### src/rtl/hc_pkg.sv
// hc_pkg: shared types and default widths for the loopback datapath.
// LOOPBACK_WRITER_FENCE_EN adds the FENCE/FWAIT writer states.
package hc_pkg;

  localparam int CL_DATA_W  = 512;
  localparam int CL_ADDR_W  = 42;
  localparam int CL_MDATA_W = 16;

  typedef logic [CL_ADDR_W-1:0] t_cl_addr;
  typedef logic [CL_DATA_W-1:0] t_cl_data;

  typedef enum logic [2:0] {
    WR_IDLE,
    WR_RUN,
    WR_DRAIN,
    WR_DONE
`ifdef LOOPBACK_WRITER_FENCE_EN
    ,
    WR_FENCE,
    WR_FWAIT
`endif
  } t_writer_state;

endpackage

### src/rtl/loopback_writer_if.sv
// loopback_writer_if: FIFO-side and write-channel signals of the writer.
// LOOPBACK_WRITER_FENCE_EN adds the fence request/response pair.
interface loopback_writer_if #(
  parameter int DATA_WIDTH  = hc_pkg::CL_DATA_W,
  parameter int ADDR_WIDTH  = hc_pkg::CL_ADDR_W,
  parameter int MDATA_WIDTH = hc_pkg::CL_MDATA_W
);

  logic [DATA_WIDTH-1:0]  fifo_data;
  logic                   fifo_empty;
  logic                   fifo_deq;
  logic                   wr_almost_full;
  logic                   wr_valid;
  logic [ADDR_WIDTH-1:0]  wr_addr;
  logic [DATA_WIDTH-1:0]  wr_data;
  logic [MDATA_WIDTH-1:0] wr_mdata;
  logic                   wr_rsp_valid;
`ifdef LOOPBACK_WRITER_FENCE_EN
  logic                   wr_fence;
  logic                   wr_fence_rsp;
`endif

  modport master (
    input  fifo_data,
    input  fifo_empty,
    input  wr_almost_full,
    input  wr_rsp_valid,
`ifdef LOOPBACK_WRITER_FENCE_EN
    input  wr_fence_rsp,
    output wr_fence,
`endif
    output fifo_deq,
    output wr_valid,
    output wr_addr,
    output wr_data,
    output wr_mdata
  );

  modport slave (
    output fifo_data,
    output fifo_empty,
    output wr_almost_full,
    output wr_rsp_valid,
`ifdef LOOPBACK_WRITER_FENCE_EN
    output wr_fence_rsp,
    input  wr_fence,
`endif
    input  fifo_deq,
    input  wr_valid,
    input  wr_addr,
    input  wr_data,
    input  wr_mdata
  );

endinterface

### src/rtl/loopback_writer_credit.sv
// loopback_writer_credit: issued/response counters, credit flag, sticky err.
// No build macros.
module loopback_writer_credit #(
  parameter int CNT_WIDTH       = 32,
  parameter int MAX_OUTSTANDING = 64
) (
  input  logic                 clk,
  input  logic                 reset,
  input  logic                 clear_i,
  input  logic                 issue_i,
  input  logic                 rsp_i,
  input  logic                 active_i,
  output logic [CNT_WIDTH-1:0] issued_o,
  output logic [CNT_WIDTH-1:0] resp_o,
  output logic                 credit_o,
  output logic                 err_o
);

  logic [CNT_WIDTH-1:0] issued_q, issued_d;
  logic [CNT_WIDTH-1:0] resp_q, resp_d;
  logic [CNT_WIDTH-1:0] outstanding;
  logic                 err_q, err_d;
  logic                 quiet_q, quiet_d;
  logic                 rsp_ok;

  assign outstanding = issued_q - resp_q;
  assign rsp_ok      = rsp_i && active_i && (outstanding != '0);
  assign credit_o    = outstanding < CNT_WIDTH'(MAX_OUTSTANDING);

  // quiet_q swallows stale acks of a job killed by reset until a new start
  always_comb begin
    issued_d = issued_q;
    resp_d   = resp_q;
    err_d    = err_q;
    quiet_d  = quiet_q;
    if (clear_i) begin
      issued_d = '0;
      resp_d   = '0;
      quiet_d  = 1'b0;
    end else begin
      if (issue_i) issued_d = issued_q + CNT_WIDTH'(1);
      if (rsp_ok)  resp_d   = resp_q + CNT_WIDTH'(1);
    end
    if (rsp_i && !rsp_ok && !quiet_q) err_d = 1'b1;
  end

  always_ff @(posedge clk or posedge reset) begin
    if (reset) begin
      issued_q <= '0;
      resp_q   <= '0;
      err_q    <= 1'b0;
      quiet_q  <= 1'b1;
    end else begin
      issued_q <= issued_d;
      resp_q   <= resp_d;
      err_q    <= err_d;
      quiet_q  <= quiet_d;
    end
  end

  assign issued_o = issued_q;
  assign resp_o   = resp_q;
  assign err_o    = err_q;

endmodule

### src/rtl/loopback_writer.sv
// loopback_writer: drains the loopback FIFO into consecutive line writes.
// LOOPBACK_WRITER_FENCE_EN: issue a write fence before signalling done.
module loopback_writer
  import hc_pkg::*;
#(
  parameter int DATA_WIDTH      = CL_DATA_W,
  parameter int ADDR_WIDTH      = CL_ADDR_W,
  parameter int MDATA_WIDTH     = CL_MDATA_W,
  parameter int CNT_WIDTH       = 32,
  parameter int MAX_OUTSTANDING = 64
) (
  input  logic                  clk,
  input  logic                  reset,
  input  logic                  start,
  input  logic [ADDR_WIDTH-1:0] base_addr,
  input  logic [CNT_WIDTH-1:0]  num_lines,
  loopback_writer_if.master     bus,
  output logic                  busy,
  output logic                  done,
  output logic                  err
);

  t_writer_state state_q, state_d;

  logic [ADDR_WIDTH-1:0]  base_q, base_d;
  logic [CNT_WIDTH-1:0]   lines_q, lines_d;
  logic                   wr_valid_q;
  logic [ADDR_WIDTH-1:0]  wr_addr_q;
  logic [DATA_WIDTH-1:0]  wr_data_q;
  logic [MDATA_WIDTH-1:0] wr_mdata_q;

  logic                   accept;
  logic                   issue;
  logic                   credit;
  logic [CNT_WIDTH-1:0]   issued;
  logic [CNT_WIDTH-1:0]   resp;

  assign accept = start &&
                  (state_q == WR_IDLE || state_q == WR_DONE);

  assign issue = (state_q == WR_RUN) &&
                 !bus.fifo_empty &&
                 !bus.wr_almost_full &&
                 (issued < lines_q) &&
                 credit;

  loopback_writer_credit #(
    .CNT_WIDTH       (CNT_WIDTH),
    .MAX_OUTSTANDING (MAX_OUTSTANDING)
  ) u_credit (
    .clk      (clk),
    .reset    (reset),
    .clear_i  (accept),
    .issue_i  (issue),
    .rsp_i    (bus.wr_rsp_valid),
    .active_i (busy),
    .issued_o (issued),
    .resp_o   (resp),
    .credit_o (credit),
    .err_o    (err)
  );

  always_comb begin
    state_d = state_q;
    base_d  = base_q;
    lines_d = lines_q;
    unique case (state_q)
      WR_IDLE, WR_DONE: begin
        if (accept) begin
          base_d  = base_addr;
          lines_d = num_lines;
          state_d = (num_lines == '0) ? WR_DRAIN : WR_RUN;
        end
      end
      WR_RUN: begin
        if (issue && issued == lines_q - CNT_WIDTH'(1))
          state_d = WR_DRAIN;
      end
      WR_DRAIN: begin
        if (resp == lines_q) begin
`ifdef LOOPBACK_WRITER_FENCE_EN
          state_d = WR_FENCE;
`else
          state_d = WR_DONE;
`endif
        end
      end
`ifdef LOOPBACK_WRITER_FENCE_EN
      WR_FENCE: begin
        if (!bus.wr_almost_full) state_d = WR_FWAIT;
      end
      WR_FWAIT: begin
        if (bus.wr_fence_rsp) state_d = WR_DONE;
      end
`endif
      default: state_d = WR_IDLE;
    endcase
  end

  // request register: address wraps silently at ADDR_WIDTH
  always_ff @(posedge clk or posedge reset) begin
    if (reset) begin
      state_q    <= WR_IDLE;
      base_q     <= '0;
      lines_q    <= '0;
      wr_valid_q <= 1'b0;
      wr_addr_q  <= '0;
      wr_data_q  <= '0;
      wr_mdata_q <= '0;
    end else begin
      state_q    <= state_d;
      base_q     <= base_d;
      lines_q    <= lines_d;
      wr_valid_q <= issue;
      if (issue) begin
        wr_addr_q  <= base_q + ADDR_WIDTH'(issued);
        wr_data_q  <= bus.fifo_data;
        wr_mdata_q <= issued[MDATA_WIDTH-1:0];
      end
    end
  end

`ifdef LOOPBACK_WRITER_FENCE_EN
  logic wr_fence_q;

  always_ff @(posedge clk or posedge reset) begin
    if (reset) wr_fence_q <= 1'b0;
    else       wr_fence_q <= (state_q == WR_FENCE) && !bus.wr_almost_full;
  end

  assign bus.wr_fence = wr_fence_q;
`endif

  assign bus.fifo_deq = issue;
  assign bus.wr_valid = wr_valid_q;
  assign bus.wr_addr  = wr_addr_q;
  assign bus.wr_data  = wr_data_q;
  assign bus.wr_mdata = wr_mdata_q;

  assign busy = !(state_q == WR_IDLE || state_q == WR_DONE);
  assign done = (state_q == WR_DONE);

endmodule
### src/flat_wrapper.sv
// flat-port wrapper written by rule: the top's interface ports become plain ports
module loopback_writer_flat import hc_pkg::*;
#(
  parameter int DATA_WIDTH      = CL_DATA_W,
  parameter int ADDR_WIDTH      = CL_ADDR_W,
  parameter int MDATA_WIDTH     = CL_MDATA_W,
  parameter int CNT_WIDTH       = 32,
  parameter int MAX_OUTSTANDING = 64
)
  (clk, reset, start, base_addr, num_lines, busy, done, err, bus_fifo_data, bus_fifo_empty, bus_wr_almost_full, bus_wr_rsp_valid, bus_fifo_deq, bus_wr_valid, bus_wr_addr, bus_wr_data, bus_wr_mdata);
  loopback_writer_if #(.DATA_WIDTH(DATA_WIDTH), .ADDR_WIDTH(ADDR_WIDTH), .MDATA_WIDTH(MDATA_WIDTH)) bus_i ();
  input  logic clk;
  input  logic reset;
  input  logic start;
  input  logic [ADDR_WIDTH-1:0] base_addr;
  input  logic [CNT_WIDTH-1:0] num_lines;
  output logic busy;
  output logic done;
  output logic err;
  input wire logic [$bits(bus_i.fifo_data)-1:0] bus_fifo_data;
  input wire logic [$bits(bus_i.fifo_empty)-1:0] bus_fifo_empty;
  input wire logic [$bits(bus_i.wr_almost_full)-1:0] bus_wr_almost_full;
  input wire logic [$bits(bus_i.wr_rsp_valid)-1:0] bus_wr_rsp_valid;
  output wire logic [$bits(bus_i.fifo_deq)-1:0] bus_fifo_deq;
  output wire logic [$bits(bus_i.wr_valid)-1:0] bus_wr_valid;
  output wire logic [$bits(bus_i.wr_addr)-1:0] bus_wr_addr;
  output wire logic [$bits(bus_i.wr_data)-1:0] bus_wr_data;
  output wire logic [$bits(bus_i.wr_mdata)-1:0] bus_wr_mdata;
  assign bus_i.fifo_data = bus_fifo_data;
  assign bus_i.fifo_empty = bus_fifo_empty;
  assign bus_i.wr_almost_full = bus_wr_almost_full;
  assign bus_i.wr_rsp_valid = bus_wr_rsp_valid;
  assign bus_fifo_deq = bus_i.fifo_deq;
  assign bus_wr_valid = bus_i.wr_valid;
  assign bus_wr_addr = bus_i.wr_addr;
  assign bus_wr_data = bus_i.wr_data;
  assign bus_wr_mdata = bus_i.wr_mdata;
  loopback_writer #(.DATA_WIDTH(DATA_WIDTH), .ADDR_WIDTH(ADDR_WIDTH), .MDATA_WIDTH(MDATA_WIDTH), .CNT_WIDTH(CNT_WIDTH), .MAX_OUTSTANDING(MAX_OUTSTANDING)) u_core (.clk(clk), .reset(reset), .start(start), .base_addr(base_addr), .num_lines(num_lines), .bus(bus_i), .busy(busy), .done(done), .err(err));
endmodule
### config.mk
export PLATFORM = sky130hd
export DESIGN_NAME = loopback_writer_flat
export DESIGN_NICKNAME = d
export VERILOG_FILES = /design/src/rtl/hc_pkg.sv /design/src/rtl/loopback_writer_if.sv /design/src/rtl/loopback_writer_credit.sv /design/src/rtl/loopback_writer.sv /design/src/flat_wrapper.sv
export SDC_FILE = /design/constraint.sdc
export NUM_CORES = 2
export LEC_CHECK = 0
export CORE_AREA = 5 5 447 449
export CTS_CLUSTER_DIAMETER = 30
export DETAILED_ROUTE_END_ITERATION = 8
export DIE_AREA = 0 0 452 454
export GPL_TIMING_DRIVEN = 1
export PLACE_DENSITY_LB_ADDON = 0.25
export SLEW_MARGIN = 0
export SYNTH_ARGS = -nofsm -noshare
export SYNTH_HDL_FRONTEND = slang
export SYNTH_SLANG_ARGS = --single-unit
### constraint.sdc
create_clock -name clk -period 24.1 [get_ports clk]
set_input_delay 4.82 -clock clk [delete_from_list [all_inputs] [get_ports clk]]
set_output_delay 4.82 -clock clk [all_outputs]
set_load 0.01 [all_outputs]
==> metrics.md <==
| Metric | Value |
|---|---|
| Outcome | finished clean |
| Worst-margin pin slew | 1.23 ns |
| MaxCap Viol Count | 0 |
| Tot GR Track Use | 19.8% |
| Period utilization | 53.6% |
| Htree depth | 5 |
| CP max FO | 7 |
| Post-CTS setup buffers | 0 |
| Async SR Flop Fraction | 100% |
| Placer Congestion | 0.959 |
| Syn_nets | 4,637 |
| CTS sink cnt | 713 |
| IO Count | 1,167 |
| Post-DP HPWL | 169,000 um |
| Leakage | 27.0 nW |
| Syn avg cell area | 8.52 um2 |
| Root Buffer | clkbuf_16 |
| Post-CTS Resized | 0 |
| DRT Pass-1 Iters | 6 |
| Row cnt | 163 |
| Tmin final | 12.92 ns |
| Slew headroom | 18.2% |
| Yosys warnings | 0 |
| Critical Path End Type | output pin |
| CTS Hold Bufs | 0 |
| Final Hold Violating Endpoints | 0 |
| Worst IR Drop VDD | 0.0554 mV |
| Seq/Total Area, Yosys | 53.1% |
| Nets | 5,937 |
| Yosys top cell by area | dfrtp_1 |
| Setup TNS | 0 ns |
| CTS tree | yes |
| Core area | 196,000 um2 |
| Pwr Density | 83.0 nW/um2 |
| Cells along the critical path | clkdlybuf4s50_1 > nor4b_1 > nand2_1 > a31oi_1 > o211ai_1 > nor3_2 > buf_4 > clkdlybuf4s50_1 |
| Max Root-Sink Buffers | 4 |
| CP bufs+invs | 3 |
| Min-delay worst type | reg -> reg |
| Required time of the critical path | 19.28 ns |
| Maximum clock frequency | 0.0774 GHz |
| Port buffer count | 1,166 |
| First-pass GRT wire length | 285,000 um |
| Cell Area, Synth | 33,600 um2 |
| Post-synth top area share | 53.0% |
| Total CTS buffers | 275 |
| Critical path's largest stage delay | 0.60 ns |
| Drt drc | 0 |
| CTS clk-pin slew, worst paths | 0.03 ns |
| Area contributors post-synth | dfrtp_1, nand2_1, ha_1 |
| Chip height | 454 um |
| Clock Skew | 0.0830 ns |
| Synth cell types | 79 |
| Initial antenna violation count | 104 |
| Total Wirelength | 211,000 um |
| 1st-iter DRT viols | 2,720 |
| #FFs+latches synth | 713 |
| Gate Count Post-Synth | 3,942 |
| Via-to-Cell Ratio | 4.25 |
| Number of synthesized flops with an enable pin | 0 |
| Chip Width | 452 um |
| Final setup vio count | 0 |
| Initial Util | 17.2% |
| Critical path class | in -> out |
| Slew Viols, Final | 0 |
| Kind of start point of the critical path | input port |
| CP delay by family, top | buffers and inverters |
| Clock Latency Late Sink | 0.90 ns |
| Syn-to-layout area delta | 69.3% |
| CP arrival | 8.10 ns |
| Share of layout cells above drive strength 1 | 9.00% |
| Routed Antenna Nets | 0 |
| Most repeated library cell on the critical path | clkdlybuf4s50_1 |
| Final Total Pwr | 4.72 mW |
| CP max-delay cell | nor3_2 |
| Area of the die | 205,000 um2 |
| Via count | 34,000 |
| Most used DFF post-synth | dfrtp_1 |
| DR WL/cell | 26.4 um |
| Unrepaired setup endpoints after global routing | false |
| Total congestion overflow | 0 |
| Largest net degree at the start of global routing | 179 |
| Vias in the first global route | 34,400 |
-- where the power goes --
part	leakage (nW)	switching, mW	total (mW)	internal (mW)
registers	9.72	0.00991	1.22	1.21
logic	13.0	0.0843	0.194	0.109
clock network	4.32	0.926	3.31	2.38
-- worst min-delay path: cells and delay by family, from the launching register on --
family	cells	cell delay (ns)
DFF	1	0.33
and+or+nand+nor	2	0.10
-- Yosys cell counts (16+ instances only) --
cell / n
nand2b_1: 16
o21ai_0: 135
o211ai_1: 18
mux2i_1: 19
ha_1: 101
dfrtp_1: 712
inv_1: 95
o31ai_1: 21
xnor2_1: 66
o21a_1: 18
buf_2: 56
a21oi_1: 122
a31oi_1: 18
a21o_1: 29
nor2_1: 76
nand2_1: 1888
nand4_1: 35
or3_1: 20
nand3_1: 54
xor2_1: 62
or4_1: 26
clkbuf_1: 132
nor3_1: 37
nor4_1: 30
-- path summary, 6_finish.rpt --
kind | startpoint | to | slack [ns] | depth (start not counted)
max | bus_fifo_empty | bus_fifo_deq | 11.18 | 8
min | u_core.bus.wr_data[106] | u_core.bus.wr_data[106] | 0.46 | 2
max reg2reg | u_core.u_credit.resp_o[2] | u_core.bus.wr_data[210] | 16.96 | 16
min reg2reg | u_core.bus.wr_data[106] | u_core.bus.wr_data[106] | 0.46 | 2
max in group asynchronous | reset | u_core.bus.wr_data[27] | 15.52 | 7
min in group asynchronous | reset | u_core.bus.wr_mdata[13] | 4.44 | 2
-- layout make-up --
cell class	instances	area, um2
clock buffers	397	8070
flip-flops and latches	713	17800
multi-input cells	2944	14600
well taps	2557	3200
diodes	22	55.1
fillers	20900	139000
repair buffers	1213	12000
clock inverters	62	669
inverters	95	360
-- placed cells by master, fill, tap and decap left out, drive strengths merged, types with 21 or more instances in the layout --
cell type      instances
o31ai                 21
inv                   97
a21oi                122
clkbuf               397
nand2               1888
a21o                  29
clkdlybuf4s50       1166
nor4                  32
or4                   27
o21ai                136
dfrtp                712
nand4                 35
buf                   47
nor3                  38
nand3                 54
clkinv                46
nor2                  76
xnor2                 66
xor2                  62
ha                   101
diode                 22
-- per-stage QoR --
stage	hold WS (ns)	setup WS, ns	instance area [um2]	instances	util (%)
after floorplan	0.437	9.52	33600	3942	-
after global placement	0.446	11.07	48100	7522	24.6
after detailed placement	0.452	11.02	48100	7522	24.6
after CTS	0.459	11.01	56800	7981	29.0
after global routing	0.476	10.90	56900	7996	29.0
final	0.456	11.18	56900	8003	29.1
-- layer usage --
metal	global-route usage (%)	wire length [um]
met5	0	93
met4	7.68	8350
met3	5.74	15000
met2	32.5	100000
met1	24.5	87600
-- cells by family after synthesis --
group | after synthesis | synth area share, %
AOI/OAI and AO/OA | 446 | 8.31
xor gates and xnor gates | 128 | 3.34
adders and majority gates | 103 | 3.88
buffers and inverters | 285 | 3.40
DFF | 713 | 53.1
muxes | 23 | 0.700
and+or+nand+nor | 2244 | 27.3
-- registers in the layout, summed over array words and instances (netlist names) --
signal	flops
u_core.u_credit.resp_o	32
u_core.u_credit.quiet_q	1
u_core.lines_q	32
u_core.state_q	2
u_core.bus.wr_mdata	16
u_core.u_credit.issued_o	32
u_core.u_credit.err_o	1
u_core.base_q	42
u_core.bus.wr_data	512
u_core.bus.wr_valid	1
u_core.bus.wr_addr	42
Note: power is estimated with default switching activity, not from simulation.
